## src/rtl/coo_adj_fm_wm.sv

```systemverilog
// rtl/coo_adj_fm_wm.sv - COO-driven aggregation of FM*WM rows into ADJ*FM*WM rows.
// Optional macro ACC_SATURATE_EN: per-column accumulation saturates instead of wrapping.
module coo_adj_fm_wm #(
    parameter int FEATURE_ROWS    = 6,
    parameter int WEIGHT_COLS     = 3,
    parameter int DOT_PROD_WIDTH  = 16,
    parameter int COO_NUM_OF_COLS = 6,
    localparam int COO_BW = (COO_NUM_OF_COLS > 1) ? $clog2(COO_NUM_OF_COLS) : 1,
    localparam int AW     = (FEATURE_ROWS > 1) ? $clog2(FEATURE_ROWS) : 1,
    localparam int ROW_W  = WEIGHT_COLS * DOT_PROD_WIDTH
) (
    input  logic              clk,
    input  logic              reset,
    input  logic              done,
    output logic [AW-1:0]     read_fm_wm_address,
    input  logic [ROW_W-1:0]  fm_wm_row_in,
    output logic [COO_BW-1:0] coo_address,
    output logic              wr_en,
    output logic [AW-1:0]     write_address,
    output logic [ROW_W-1:0]  fm_wm_adj_row_out,
    output logic              ADJ_fm_wm_done
);

    typedef enum logic [1:0] {IDLE, ACC, WRITE, FIN} state_t;

    // COO table, sorted by destination row; entries past the table read as row 0.
    localparam int ROM_N = 6;
    localparam int DEST_ROM [ROM_N] = '{0, 0, 1, 3, 4, 4};
    localparam int SRC_ROM  [ROM_N] = '{1, 2, 0, 5, 3, 5};
    localparam logic [COO_BW-1:0] LAST_IDX = COO_BW'(COO_NUM_OF_COLS - 1);

    function automatic logic [AW-1:0] coo_dest(input logic [COO_BW-1:0] k);
        coo_dest = '0;
        if (int'(k) < ROM_N) coo_dest = AW'(DEST_ROM[int'(k)]);
    endfunction

    function automatic logic [AW-1:0] coo_src(input logic [COO_BW-1:0] k);
        coo_src = '0;
        if (int'(k) < ROM_N) coo_src = AW'(SRC_ROM[int'(k)]);
    endfunction

    state_t              state_q;
    logic [COO_BW-1:0]   coo_q;
    logic [ROW_W-1:0]    acc_q;
    logic                wr_en_q;
    logic [AW-1:0]       waddr_q;
    logic [ROW_W-1:0]    out_q;
    logic                fin_q;

    logic [ROW_W-1:0]    acc_d;
    logic [DOT_PROD_WIDTH:0] col_sum;
    logic                last_entry;
    logic                run_end;

    always_comb begin
        acc_d   = '0;
        col_sum = '0;
        for (int c = 0; c < WEIGHT_COLS; c++) begin
            col_sum = {1'b0, acc_q[c*DOT_PROD_WIDTH +: DOT_PROD_WIDTH]}
                    + {1'b0, fm_wm_row_in[c*DOT_PROD_WIDTH +: DOT_PROD_WIDTH]};
`ifdef ACC_SATURATE_EN
            if (col_sum[DOT_PROD_WIDTH]) col_sum[DOT_PROD_WIDTH-1:0] = '1;
`endif
            acc_d[c*DOT_PROD_WIDTH +: DOT_PROD_WIDTH] = col_sum[DOT_PROD_WIDTH-1:0];
        end
    end

    // A run of equal destinations ends at the table end or where the next entry's row differs.
    assign last_entry = (coo_q == LAST_IDX);
    assign run_end    = last_entry || (coo_dest(coo_q + 1'b1) != coo_dest(coo_q));

    always_ff @(posedge clk or posedge reset) begin
        if (reset) begin
            state_q <= IDLE;
            coo_q   <= '0;
            acc_q   <= '0;
            wr_en_q <= 1'b0;
            waddr_q <= '0;
            out_q   <= '0;
            fin_q   <= 1'b0;
        end else begin
            wr_en_q <= 1'b0;
            waddr_q <= '0;
            out_q   <= '0;
            case (state_q)
                IDLE: begin
                    coo_q <= '0;
                    acc_q <= '0;
                    fin_q <= 1'b0;
                    if (done) state_q <= ACC;
                end
                ACC: begin
                    acc_q <= acc_d;
                    if (run_end) begin
                        state_q <= WRITE;
                        wr_en_q <= 1'b1;
                        waddr_q <= coo_dest(coo_q);
                        out_q   <= acc_d;
                    end else begin
                        coo_q <= coo_q + 1'b1;
                    end
                end
                WRITE: begin
                    acc_q <= '0;
                    if (last_entry) begin
                        state_q <= FIN;
                        fin_q   <= 1'b1;
                    end else begin
                        coo_q   <= coo_q + 1'b1;
                        state_q <= ACC;
                    end
                end
                FIN: begin
                    if (!done) begin
                        state_q <= IDLE;
                        fin_q   <= 1'b0;
                    end
                end
                default: state_q <= IDLE;
            endcase
        end
    end

    assign read_fm_wm_address = (state_q == ACC) ? coo_src(coo_q) : '0;
    assign coo_address        = coo_q;
    assign wr_en              = wr_en_q;
    assign write_address      = waddr_q;
    assign fm_wm_adj_row_out  = out_q;
    assign ADJ_fm_wm_done     = fin_q;

endmodule

```

## config.mk

```make
export PLATFORM = sky130hd
export DESIGN_NAME = coo_adj_fm_wm
export DESIGN_NICKNAME = d
export VERILOG_FILES = /design/src/rtl/coo_adj_fm_wm.sv
export SDC_FILE = /design/constraint.sdc
export NUM_CORES = 1
export LEC_CHECK = 0
export CORE_ASPECT_RATIO = 1.5
export CORE_MARGIN = 2
export CORE_UTILIZATION = 49
export CTS_BUF_LIST = sky130_fd_sc_hd__clkbuf_4 sky130_fd_sc_hd__clkbuf_8
export DETAILED_ROUTE_END_ITERATION = 16
export GPL_TIMING_DRIVEN = 1
export PLACE_DENSITY = 0.83
export SLEW_MARGIN = 5
export SYNTH_ARGS = -nofsm -noshare
export SYNTH_HDL_FRONTEND = slang
export SYNTH_SLANG_ARGS = --single-unit
```

## constraint.sdc

```tcl
create_clock -name clk -period 3 [get_ports clk]
set_input_delay 0.3 -clock clk [delete_from_list [all_inputs] [get_ports clk]]
set_output_delay 0.3 -clock clk [all_outputs]
set_load 0.005 [all_outputs]
```

# Word-level counts from Yosys, hierarchy flattened
# Memory sizes are Yosys's and may differ from the RTL's.
# Cells that the tools add are included.
[totals] ff_bits=106 mem_bits_ro=768 in_bits=51 mem_count=3
[classes] add_sub_neg=4 order_cmp=4 eq_ne=11 mux=28 n_bitwise=2 reduce_logical=9
[memory_table] name="(name not given)" depth=8 word_bits=32 rd=1 rd_clocked_by_memory_dff=0 wr=0 line="39" rtl="if (int'(k) < ROM_N) coo_src = AW'(SRC_ROM[int'(k)]);"
[memory_table] name="(name not given)" depth=8 word_bits=32 rd=1 rd_clocked_by_memory_dff=0 wr=0 line="34" rtl="if (int'(k) < ROM_N) coo_dest = AW'(DEST_ROM[int'(k)]);"
[memory_table] name="(name not given)" depth=8 word_bits=32 rd=1 rd_clocked_by_memory_dff=0 wr=0 line="34"
[op_table] cell="two-way mux 48 bit" n=2
[op_table] cell="one-hot mux 48 bit (2 select lines)" n=1
[op_table] cell="greater-or-equal comparator 32 x 4 -> 1 bit, second input constant" n=2
[op_table] cell="NOT 3 -> 32 bit" n=2
[op_table] cell="adder 16 bit" n=3
[op_table] cell="two-way mux 3 bit" n=14
[op_table] cell="inequality test 2 bit, second input constant" n=6
[op_table] cell="one-hot mux 3 bit (3 select lines)" n=1
[op_table] cell="AND reduction 3 bit" n=3
[op_table] cell="two-way mux 2 bit" n=4
[op_table] cell="one-hot mux 2 bit (4 select lines)" n=1
[op_table] cell="less-than comparator 3 bit, second input constant" n=2
[op_table] cell="nonzero test 3 bit" n=2
[op_table] cell="equality test 2 bit, second input constant" n=2
[op_table] cell="two-way mux 1 bit" n=4
[op_table] cell="adder 3 x 1 -> 3 bit, second input constant" n=1
[op_table] cell="equality test 3 bit, second input constant" n=1
[op_table] cell="inequality test 3 bit" n=1
[op_table] cell="one-hot mux 1 bit (3 select lines)" n=1
[op_table] cell="equality test 2 x 1 -> 1 bit, second input constant" n=1
[op_table] cell="logical NOT 2 bit" n=1
[op_table] cell="nonzero test 2 bit" n=1
[op_table] cell="OR reduction 2 bit" n=1
[op_table] cell="logical OR 1 bit" n=1

# Logic depth before layout (Yosys ltp)
# Gate-level depths: netlist of run 1.
[logic_depth] ltp_word=10 ltp_mapped=9 depth_no_buf=9

# Least setup slack after synthesis of run 1
# Ideal clock, no wire load.
[synth_timing] path_kind="register to register" start="register acc_q[16]" end="register acc_q[28]" setup_time_ps=129 t_arrival_ps=2008 required_time_ps=2871 path_slack_ps=863 path_stages_with_launch=10 path_buffers=0 synth_period_minus_slack_ps=2137 cell_sequence="dfrtp_1 > ha_1 > inv_1 > fa_1 > nor2b_4 > o31a_1 > o31a_1 > o41ai_2 > xor2_1 > o21ai_1"
[synth_between] elab_chain_len=2
[synth_lines] item="from (decl)" line="44" rtl="logic [ROW_W-1:0] acc_q;"
[synth_lines] item="from (signal assigned)" line="76" rtl="acc_q <= '0;"
[synth_lines] item="from (signal assigned)" line="88" rtl="acc_q <= '0;"
[synth_lines] item="from (signal assigned)" line="93" rtl="acc_q <= acc_d;"
[synth_lines] item="adder 16 bit" line="60" rtl="+ {1'b0, fm_wm_row_in[c*DOT_PROD_WIDTH +: DOT_PROD_WIDTH]};"
[synth_lines] item="one-hot mux 48 bit (2 select lines)" line="85" rtl="case (state_q)"
# Every way passes these cells.
# A chain may end at the register's enable or synchronous reset.

# Worst setup path in the final report of run 1
[layout_timing] start="input fm_wm_row_in[0]" end="register acc_q[14]"
[layout_between] elab_chain_len=2
[layout_lines] item="from (decl)" line="16" rtl="input logic [ROW_W-1:0] fm_wm_row_in,"
[layout_lines] item="adder 16 bit" line="60"
[layout_lines] item="one-hot mux 48 bit (2 select lines)" line="85"
# Every way passes these cells.

==> impl_metrics.json, run 1 <==
{
  "status": "finished clean",
  "io_buffers": 109,
  "dr.pass1.iters": 5,
  "cts_hold_buf": 0,
  "die_h_um": 140,
  "htreeDepth": 3,
  "clock_skew_ns": 0.0103,
  "fmax_ghz": 0.412,
  "cts_tree": "done",
  "worstPathRequired_ns": 3.24,
  "ys_seq_elements": 106,
  "synth_ff_type": "dfrtp_1",
  "synth_area_um2": 6040,
  "synth-edff-count": 0,
  "yosys_warnings": 0,
  "ios": 110,
  "root_buffer": "clkbuf_8",
  "r2r_setup_slack_ns": 0.63,
  "grt_max_degree": 58,
  "synth-seq-area-share_pct": 43.9,
  "synth_top_area_cell": "dfrtp_1",
  "ant_nets": 0,
  "hold_class": "input pin to asynchronous set/reset pin",
  "worstSkewPairLatency_ns": 0.36,
  "setup.worst_path.start_class": "input pin",
  "min_period_ns": 2.43,
  "grt_antenna_before_repair": 0,
  "finalHoldViolCount": 0,
  "ys_types": 57,
  "yosys-top-cells-area": "dfrtp_1 44%, ha_1 11%, o21ai_0 4.1%",
  "grt_pass1_vias": 5210,
  "cts_setup_buffers": 0,
  "dp_hpwl_um": 10900,
  "slew_violations": 0,
  "p_leak_nw": 3.40,
  "worstMarginPinSlew_ns": 0.709,
  "worstSetupEndpointType": "flip-flop",
  "die_w_um": 94.7,
  "routed_wirelength_um": 14800,
  "tns_ns": 0,
  "period_share_pct": 80.9,
  "async_reset_ff_share_pct": 100,
  "startpoint": "fm_wm_row_in[0]",
  "num_rows": 49,
  "r2r-end": "acc_q[28]",
  "vias": 5178,
  "crit_fanout": 4,
  "drc": 0,
  "grtUsageTotal_pct": 23.1,
  "fin_nets": 836,
  "r2r_start": "acc_q[16]",
  "netlist.area_leader.share_pct": 43.9,
  "arrival_ns": 2.67,
  "vias_per_cell": 5.84,
  "antenna_cells": 0,
  "drive_gt1_share_pct": 4.90,
  "syn_inst": 623,
  "cts.clk_slew.worst_paths_ns": 0.10,
  "cts_buffers": 9,
  "overflow": 0,
  "cts_resized": 0,
  "syn_avg_cell_area_um2": 9.70,
  "slew_headroom_pct": 52.7,
  "finalPower_mw": 7.03,
  "rr_worst_depth": 9,
  "cts.path.max_buffers": 2,
  "power.density_nw_per_um2": 940,
  "path_class": "input pin to flip-flop",
  "rsz0062_at_grt": "false",
  "wl_per_cell_um": 16.7,
  "grt_pass1_wl_um": 24600,
  "setup_viol": 0,
  "initial_utilization_pct": 50.3,
  "gp_congestion": 0.943,
  "coreArea_um2": 12000,
  "die_area_um2": 13300,
  "ir_drop_mv": 0.528,
  "cap_violations": 0,
  "cts.sinks": 106,
  "drt-initial-drc-count": 282,
  "area_growth_pct": 23.8,
  "synth_nets": 730
}
[power by group]
| part | internal (mW) | total, mW | switching, mW |
|---|---|---|---|
| Sequential | 1.92 | 2.20 | 0.273 |
| Combinational | 1.77 | 3.98 | 2.21 |
| Clock | 0.353 | 0.854 | 0.501 |
[layer usage]
layer	GRT usage (%)	vias up	share of wire [%]
li1	-	2435	-
met1	27.8	2556	40
met2	41.6	164	53
met3	3.01	23	4.6
met4	7.63	0	2.1
met5	0	-	0
[metrics by stage]
step                      worst slack (ns)  area (µm²)  utilization [%]  hold slack, ns  std cells
final                                0.573        7480             62.3           0.468        887
after global routing                 0.405        7480             62.3           0.521        887
after CTS                            0.572        7480             62.3           0.502        887
after detailed placement             0.198        7290             60.7           0.479        871
after global placement               0.287        7290             60.7           0.469        871
after floorplan                      0.863        6040                -           0.456        623
[worst max-delay path by stage]
stage / endpoint / slack, ns
after floorplan: acc_q[28] / 0.86
after global placement: acc_q[14] / 0.29
after detailed placement: fm_wm_adj_row_out[14] / 0.20
after CTS: read_fm_wm_address[1] / 0.57
after global routing: acc_q[14] / 0.40
final: acc_q[14] / 0.57
[layout by cell type, fill, tap and decap left out, types with 12 or more instances in the layout]
cell and count:
ha_1 52, clkdlybuf4s50_1 109, dfrtp_1 106, a21oi_1 45, nand2_1 65, xnor2_1 13
nor3_1 16, o21ai_0 50, inv_1 26, nor2_1 51, o21a_1 13, and3_1 12
xor2_1 18
[worst max-delay path, cell delays in order]
cell	delay [ns]
clkdlybuf4s50_1	0.50
ha_1	0.20
inv_1	0.06
fa_1	0.40
nor2b_1	0.17
o31a_1	0.23
o31ai_1	0.11
or3_1	0.36
a21boi_0	0.24
o31ai_1	0.11
[final cells by class]
type | count | area (µm²)
Sequential cell | 106 | 2650
Fill cell | 1033 | 4540
Timing Repair Buffer | 116 | 1140
Clock buffer | 11 | 151
Multi-Input combinational cell | 469 | 3200
Tap cell | 153 | 191
Inverter | 27 | 105
Clock inverter | 5 | 36.3
[logic make-up (layout without fill, tap and decap cells)]
family | count (synthesis) | after routing | synth area share, %
AND/OR/NAND/NOR | 187 | 187 | 14.6
adder cells (fa/ha/maj) | 56 | 56 | 12.0
multiplexers | 7 | 7 | 1.16
AO/OA/AOI/OAI | 188 | 188 | 20.7
XOR/XNOR | 31 | 31 | 4.49
buffers and inverters | 48 | 159 | 3.15
flip-flops | 106 | 106 | 43.9
[synth_stat cells (4+ instances only)]
library cell and count:
dfrtp_1 106, nand2_1 65, ha_1 53, nor2_1 51, o21ai_0 50, a21oi_1 45, inv_1 27, xor2_1 18
nor3_1 16, clkbuf_1 15, o21a_1 13, xnor2_1 13, and3_1 12, a21o_1 11, a22o_1 10, nor2b_1 9
o211ai_1 9, o31ai_1 9, mux2i_1 7, and2_1 6, nand3_1 6, nand2b_1 5, o21bai_1 5, a211oi_1 4
[state kept, by name (all words and copies together) (netlist names)]
name / count
acc_q: 48
ADJ_fm_wm_done: 1
fm_wm_adj_row_out: 48
coo_address: 3
wr_en: 1
state_q: 2
write_address: 3
Power figures use the tool's default switching activity.
==> run 2: changes to the inputs <==
clock period = 2 ns   (was 3 ns; I/O delays follow)
==> impl_metrics.json, run 2 (synthesis gave the netlist of run 1 again) <==
{
  "area_growth_pct": 52.2,
  "dr.pass1.iters": 5,
  "min_period_ns": 2.26,
  "crit_fanout": 5,
  "share_seq_of_total_power_pct": 25.3,
  "rr_worst_depth": 9,
  "overflow": 0,
  "slew_headroom_pct": 63.0,
  "critical_path.top_delay_family": "compound AO/OA/AOI/OAI gates",
  "status": "complete, but fails checks",
  "vias": 5758,
  "drc": 0,
  "switchingPower_mw": 5.49,
  "die_area_um2": 13300,
  "p_leak_nw": 4.17,
  "p_int_mw": 7.76,
  "antenna_cells": 0,
  "setup_slack_ns": -0.260,
  "num_rows": 49,
  "final_common_cell": "buf_4",
  "crit_buf_inv": 1,
  "p_sw_share_pct": 41.4,
  "cts.clk_slew.worst_paths_ns": 0.10,
  "grt_pass1_wl_um": 28000,
  "final_core_util_pct": 76.5,
  "path_class": "flip-flop to flip-flop",
  "worstSetupEndpointType": "flip-flop",
  "ios": 110,
  "p_clk_share_pct": 9.9,
  "worstMarginPinSlew_ns": 0.555,
  "dp_slack_ns": -0.650,
  "finalHoldViolCount": 0,
  "cts.path.max_buffers": 2,
  "drt-initial-drc-count": 276,
  "wl_per_cell_um": 17.8,
  "crit_chain": "ha_4 > inv_2 > fa_2 > nor2b_4 > o31a_1 > o31a_1 > o21a_1 > o21a_1 > nor3_1",
  "tns_ns": -3.77,
  "cts_buffers": 9,
  "slew_violations": 0,
  "setup.worst_path.start_class": "flip-flop",
  "max_stage_delay_ns": 0.43,
  "power.density_nw_per_um2": 1440,
  "hold_class": "input pin to asynchronous set/reset pin",
  "clock_skew_ns": 0.0146,
  "arrival_ns": 2.52,
  "io_buffers": 109,
  "ant_nets": 0,
  "fin_nets": 964,
  "die_h_um": 140,
  "fmax_ghz": 0.442,
  "initial_utilization_pct": 50.3,
  "cp.depth": 9,
  "cts_tree": "done",
  "setup_viol": 31,
  "worstPathRequired_ns": 2.26,
  "dp_hpwl_um": 12000,
  "drive_gt1_share_pct": 30.6,
  "worst_hold_slack_ns": 0.336,
  "cap_violations": 0,
  "failed_checks": "negative setup slack",
  "vias_per_cell": 5.67,
  "routed_wirelength_um": 18100,
  "die_w_um": 94.7,
  "placed_cell_area_um2": 8030,
  "root_buffer": "clkbuf_8",
  "cts.sinks": 106,
  "fillers": 822,
  "rsz0062_at_grt": "true",
  "htreeDepth": 3,
  "worst_path_max_delay_cell": "dfrtp_1",
  "grtUsageTotal_pct": 26.5,
  "period_share_pct": 113,
  "grt_antenna_before_repair": 0,
  "coreArea_um2": 12000,
  "grt_max_degree": 107,
  "worstSkewPairLatency_ns": 0.37,
  "ir_drop_mv": 0.883,
  "gp_congestion": 0.940,
  "grt_pass1_vias": 6042,
  "final_cell_mix": "125 x buf_4, 106 x clkdlybuf4s50_1, 103 x dfrtp_1",
  "p_comb_share_pct": 64.9,
  "fin_area_um2": 9200
}
run 2: cell count changes in the layout (fill, tap and decap cells not counted), sizes merged:
cell and change:
inv -1, buf +128, clkdlybuf4s50 -3, clkinvlp +1
dlygate4sd2 +2, clkinv -2, clkbuf +2, dlymetal6s2s +1
run 2: worst paths after layout:
path                           start               endpoint  slack (ns)
min in group clk           acc_q[29]              acc_q[29]        0.50
hold reg to reg            acc_q[29]              acc_q[29]        0.50
setup reg to reg           acc_q[16]  fm_wm_adj_row_out[24]       -0.26
setup / recovery           acc_q[16]  fm_wm_adj_row_out[24]       -0.26
max in group asynchronous      reset         coo_address[0]        1.21
hold / removal                 reset              acc_q[12]        0.34
run 2: metal layers:
| layer | vias up | part of all wire (%) | GRT usage (%) |
|---|---|---|---|
| met2 | 163 | 55 | 49.1 |
| met1 | 2867 | 39 | 30.5 |
| li1 | 2681 | - | - |
| met3 | 47 | 3.3 | 3.17 |
| met5 | - | 0 | 0 |
| met4 | 0 | 3.4 | 9.84 |
run 2: repair_timing:
action	4_1_cts	5_1_grt
endpoints found under the setup margin	44	53
pin swaps	35	64
buffers inserted	23	17
hold buffers	0	0
gates resized for setup	61	85
run 2: tightest hold or removal path: stages:
cell and delay [ns]:
clkdlybuf4s50_1 0.44, clkinvlp_4 0.09, buf_12 0.43
run 2: cell type report:
type                            instances  area, µm²  area share [%]
Clock inverter                          3       21.3           0.231
Timing Repair Buffer                  244       2150            23.4
Multi-Input combinational cell        469       3900            42.4
Clock buffer                           13        173            1.88
Inverter                               27        105            1.14
Sequential cell                       106       2660            28.9
Tap cell                              153        191            2.08
run 2: metrics by stage:
stage | cells | power (mW)
floorplan | 623 | 7.33
global placement | 963 | 10.0
detailed placement | 963 | 10.3
CTS | 1002 | 12.2
global route | 1015 | 14.1
finish | 1015 | 13.2
run 2: power groups by stage:
| stage | logic, mW | clock network (mW) | registers (mW) |
|---|---|---|---|
| after global routing | 9.31 | 1.41 | 3.42 |
| after global placement | 6.71 | 0 | 3.31 |
| after detailed placement | 6.95 | 0 | 3.34 |
| after floorplan | 4.05 | 0 | 3.28 |
| after CTS | 7.61 | 1.33 | 3.31 |
| final | 8.60 | 1.31 | 3.35 |
==> run 3: changes to the inputs <==
==> constraint.sdc (replaced) <==
create_clock -name clk -period 2 [get_ports clk]
set_input_delay 0.2 -clock clk [delete_from_list [all_inputs] [get_ports clk]]
set_output_delay 0.2 -clock clk [all_outputs]
set_load 0.05 [all_outputs]
==> impl_metrics.json, run 3 (synthesis gave the netlist of run 1 again) <==
{
  "finalHoldViolCount": 0,
  "routed_wirelength_um": 19200,
  "ios": 110,
  "failed_checks": "negative setup slack",
  "coreArea_um2": 12000,
  "rr_worst_depth": 9,
  "setup_viol": 31,
  "crit_fanout": 5,
  "grt_pass1_vias": 6198,
  "switchingPower_mw": 6.79,
  "cts_tree": "done",
  "vias_per_cell": 5.94,
  "power.density_nw_per_um2": 1600,
  "overflow": 0,
  "dr.pass1.iters": 5,
  "period_share_pct": 115,
  "vias": 5952,
  "num_rows": 49,
  "max_stage_delay_ns": 0.39,
  "cts_buffers": 9,
  "gp_congestion": 0.936,
  "die_w_um": 94.7,
  "slew_headroom_pct": 59.1,
  "io_buffers": 109,
  "drt-initial-drc-count": 255,
  "slew_violations": 0,
  "wl_per_cell_um": 19.1,
  "crit_chain": "ha_2 > inv_2 > fa_2 > nor2b_4 > o31a_1 > o31a_1 > o21a_1 > o21a_1 > o31ai_2",
  "share_seq_of_total_power_pct": 23.2,
  "p_leak_nw": 4.11,
  "setup.worst_path.start_class": "flip-flop",
  "worstPathRequired_ns": 2.30,
  "worstSkewPairLatency_ns": 0.38,
  "cp.depth": 9,
  "clock_skew_ns": 0.0147,
  "die_h_um": 140,
  "p_comb_share_pct": 67.5,
  "initial_utilization_pct": 50.3,
  "rsz0062_at_grt": "true",
  "worstSetupEndpointType": "flip-flop",
  "root_buffer": "clkbuf_8",
  "min_period_ns": 2.30,
  "crit_buf_inv": 1,
  "p_clk_share_pct": 9.3,
  "critical_path.top_delay_family": "compound AO/OA/AOI/OAI gates",
  "ir_drop_mv": 1.09,
  "htreeDepth": 3,
  "arrival_ns": 2.59,
  "fin_nets": 952,
  "dp_slack_ns": -0.649,
  "p_int_mw": 7.85,
  "area_growth_pct": 51.8,
  "fmax_ghz": 0.435,
  "final_cell_mix": "113 x buf_4, 105 x dfrtp_1, 104 x clkdlybuf4s50_1",
  "ant_nets": 0,
  "worst_path_max_delay_cell": "dfrtp_1",
  "status": "complete, but fails checks",
  "cts.clk_slew.worst_paths_ns": 0.10,
  "final_common_cell": "buf_4",
  "hold_class": "input pin to asynchronous set/reset pin",
  "path_class": "flip-flop to flip-flop",
  "worstMarginPinSlew_ns": 0.614,
  "drc": 0,
  "grtUsageTotal_pct": 28.3,
  "grt_pass1_wl_um": 29700,
  "die_area_um2": 13300,
  "cts.sinks": 106,
  "cts.path.max_buffers": 2,
  "dp_hpwl_um": 12400,
  "grt_antenna_before_repair": 0,
  "worst_hold_slack_ns": 0.240,
  "p_sw_share_pct": 46.4,
  "grt_max_degree": 59,
  "drive_gt1_share_pct": 30.4,
  "antenna_cells": 0,
  "cap_violations": 0,
  "setup_slack_ns": -0.299
}
==> run 3: changes by cell type in the layout (fill, tap and decap cells not counted), sizes merged, moves of 2 or more <==
cell / previous run / this run
buf: 135 / 126
clkbuf: 13 / 11
clkdlybuf4s50: 106 / 104
dlygate4sd2: 2 / 0
==> run 3: worst paths after layout <==
path / start / to / slack [ns]
min in group clk: acc_q[30] / acc_q[30] / 0.50
max in group asynchronous: reset / fm_wm_adj_row_out[26] / 1.19
min: reset / acc_q[12] / 0.24
min reg2reg: acc_q[30] / acc_q[30] / 0.50
max: acc_q[16] / acc_q[24] / -0.30
max reg2reg: acc_q[16] / acc_q[24] / -0.30
==> run 3: repair_timing <==
item / 4_1_cts / 5_1_grt
hold endpoints to repair: 0 / 0
resized for setup: 88 / 58
hold buffers: 0 / 0
pin swaps: 45 / 60
endpoints found under the setup margin: 49 / 60
setup buffers: 9 / 11
==> run 3: tightest hold or removal path, delay by kind of cell <==
family | cells | cell delay [ns]
buffers and inverters | 3 | 0.84
==> run 3: final cells by class <==
class                      count  area (µm²)
fill                         751        2850
sequential                   106        2650
clock buffer                  11         139
tap                          153         191
timing repair buffer         232        2100
multi-input combinational    469        3930
clock inverter                 4        53.8
inverter                      27         105
==> run 3: power groups by stage <==
| stage | Clock, mW | Sequential (mW) | Combinational [mW] |
|---|---|---|---|
| after floorplan | 0 | 4.34 | 4.13 |
| after global placement | 0 | 3.30 | 7.96 |
| after detailed placement | 0 | 3.35 | 8.25 |
| after CTS | 1.39 | 3.36 | 9.01 |
| after global routing | 1.48 | 3.47 | 10.5 |
| final | 1.37 | 3.39 | 9.88 |
==> run 3: metal layers <==
| metal | track usage (%) | part of all wire [%] | up-vias |
|---|---|---|---|
| met1 | 33.6 | 38 | 2965 |
| met4 | 13.3 | 4.4 | 0 |
| li1 | - | - | 2655 |
| met2 | 49.3 | 53 | 255 |
| met3 | 4.63 | 4.7 | 77 |
| met5 | 0 | 0 | - |
==> run 3: metrics by stage <==
stage	instances	cell area, µm²	TNS [ns]	util [%]	power, mW
after floorplan	623	6080	-0.240	-	8.47
after CTS	993	8810	-2.82	73.3	13.8
after global placement	970	8120	-19.26	67.5	11.3
after global routing	1002	9170	-7.87	76.3	15.5
final	1002	9170	-4.41	76.3	14.6
after detailed placement	970	8120	-22.79	67.5	11.6
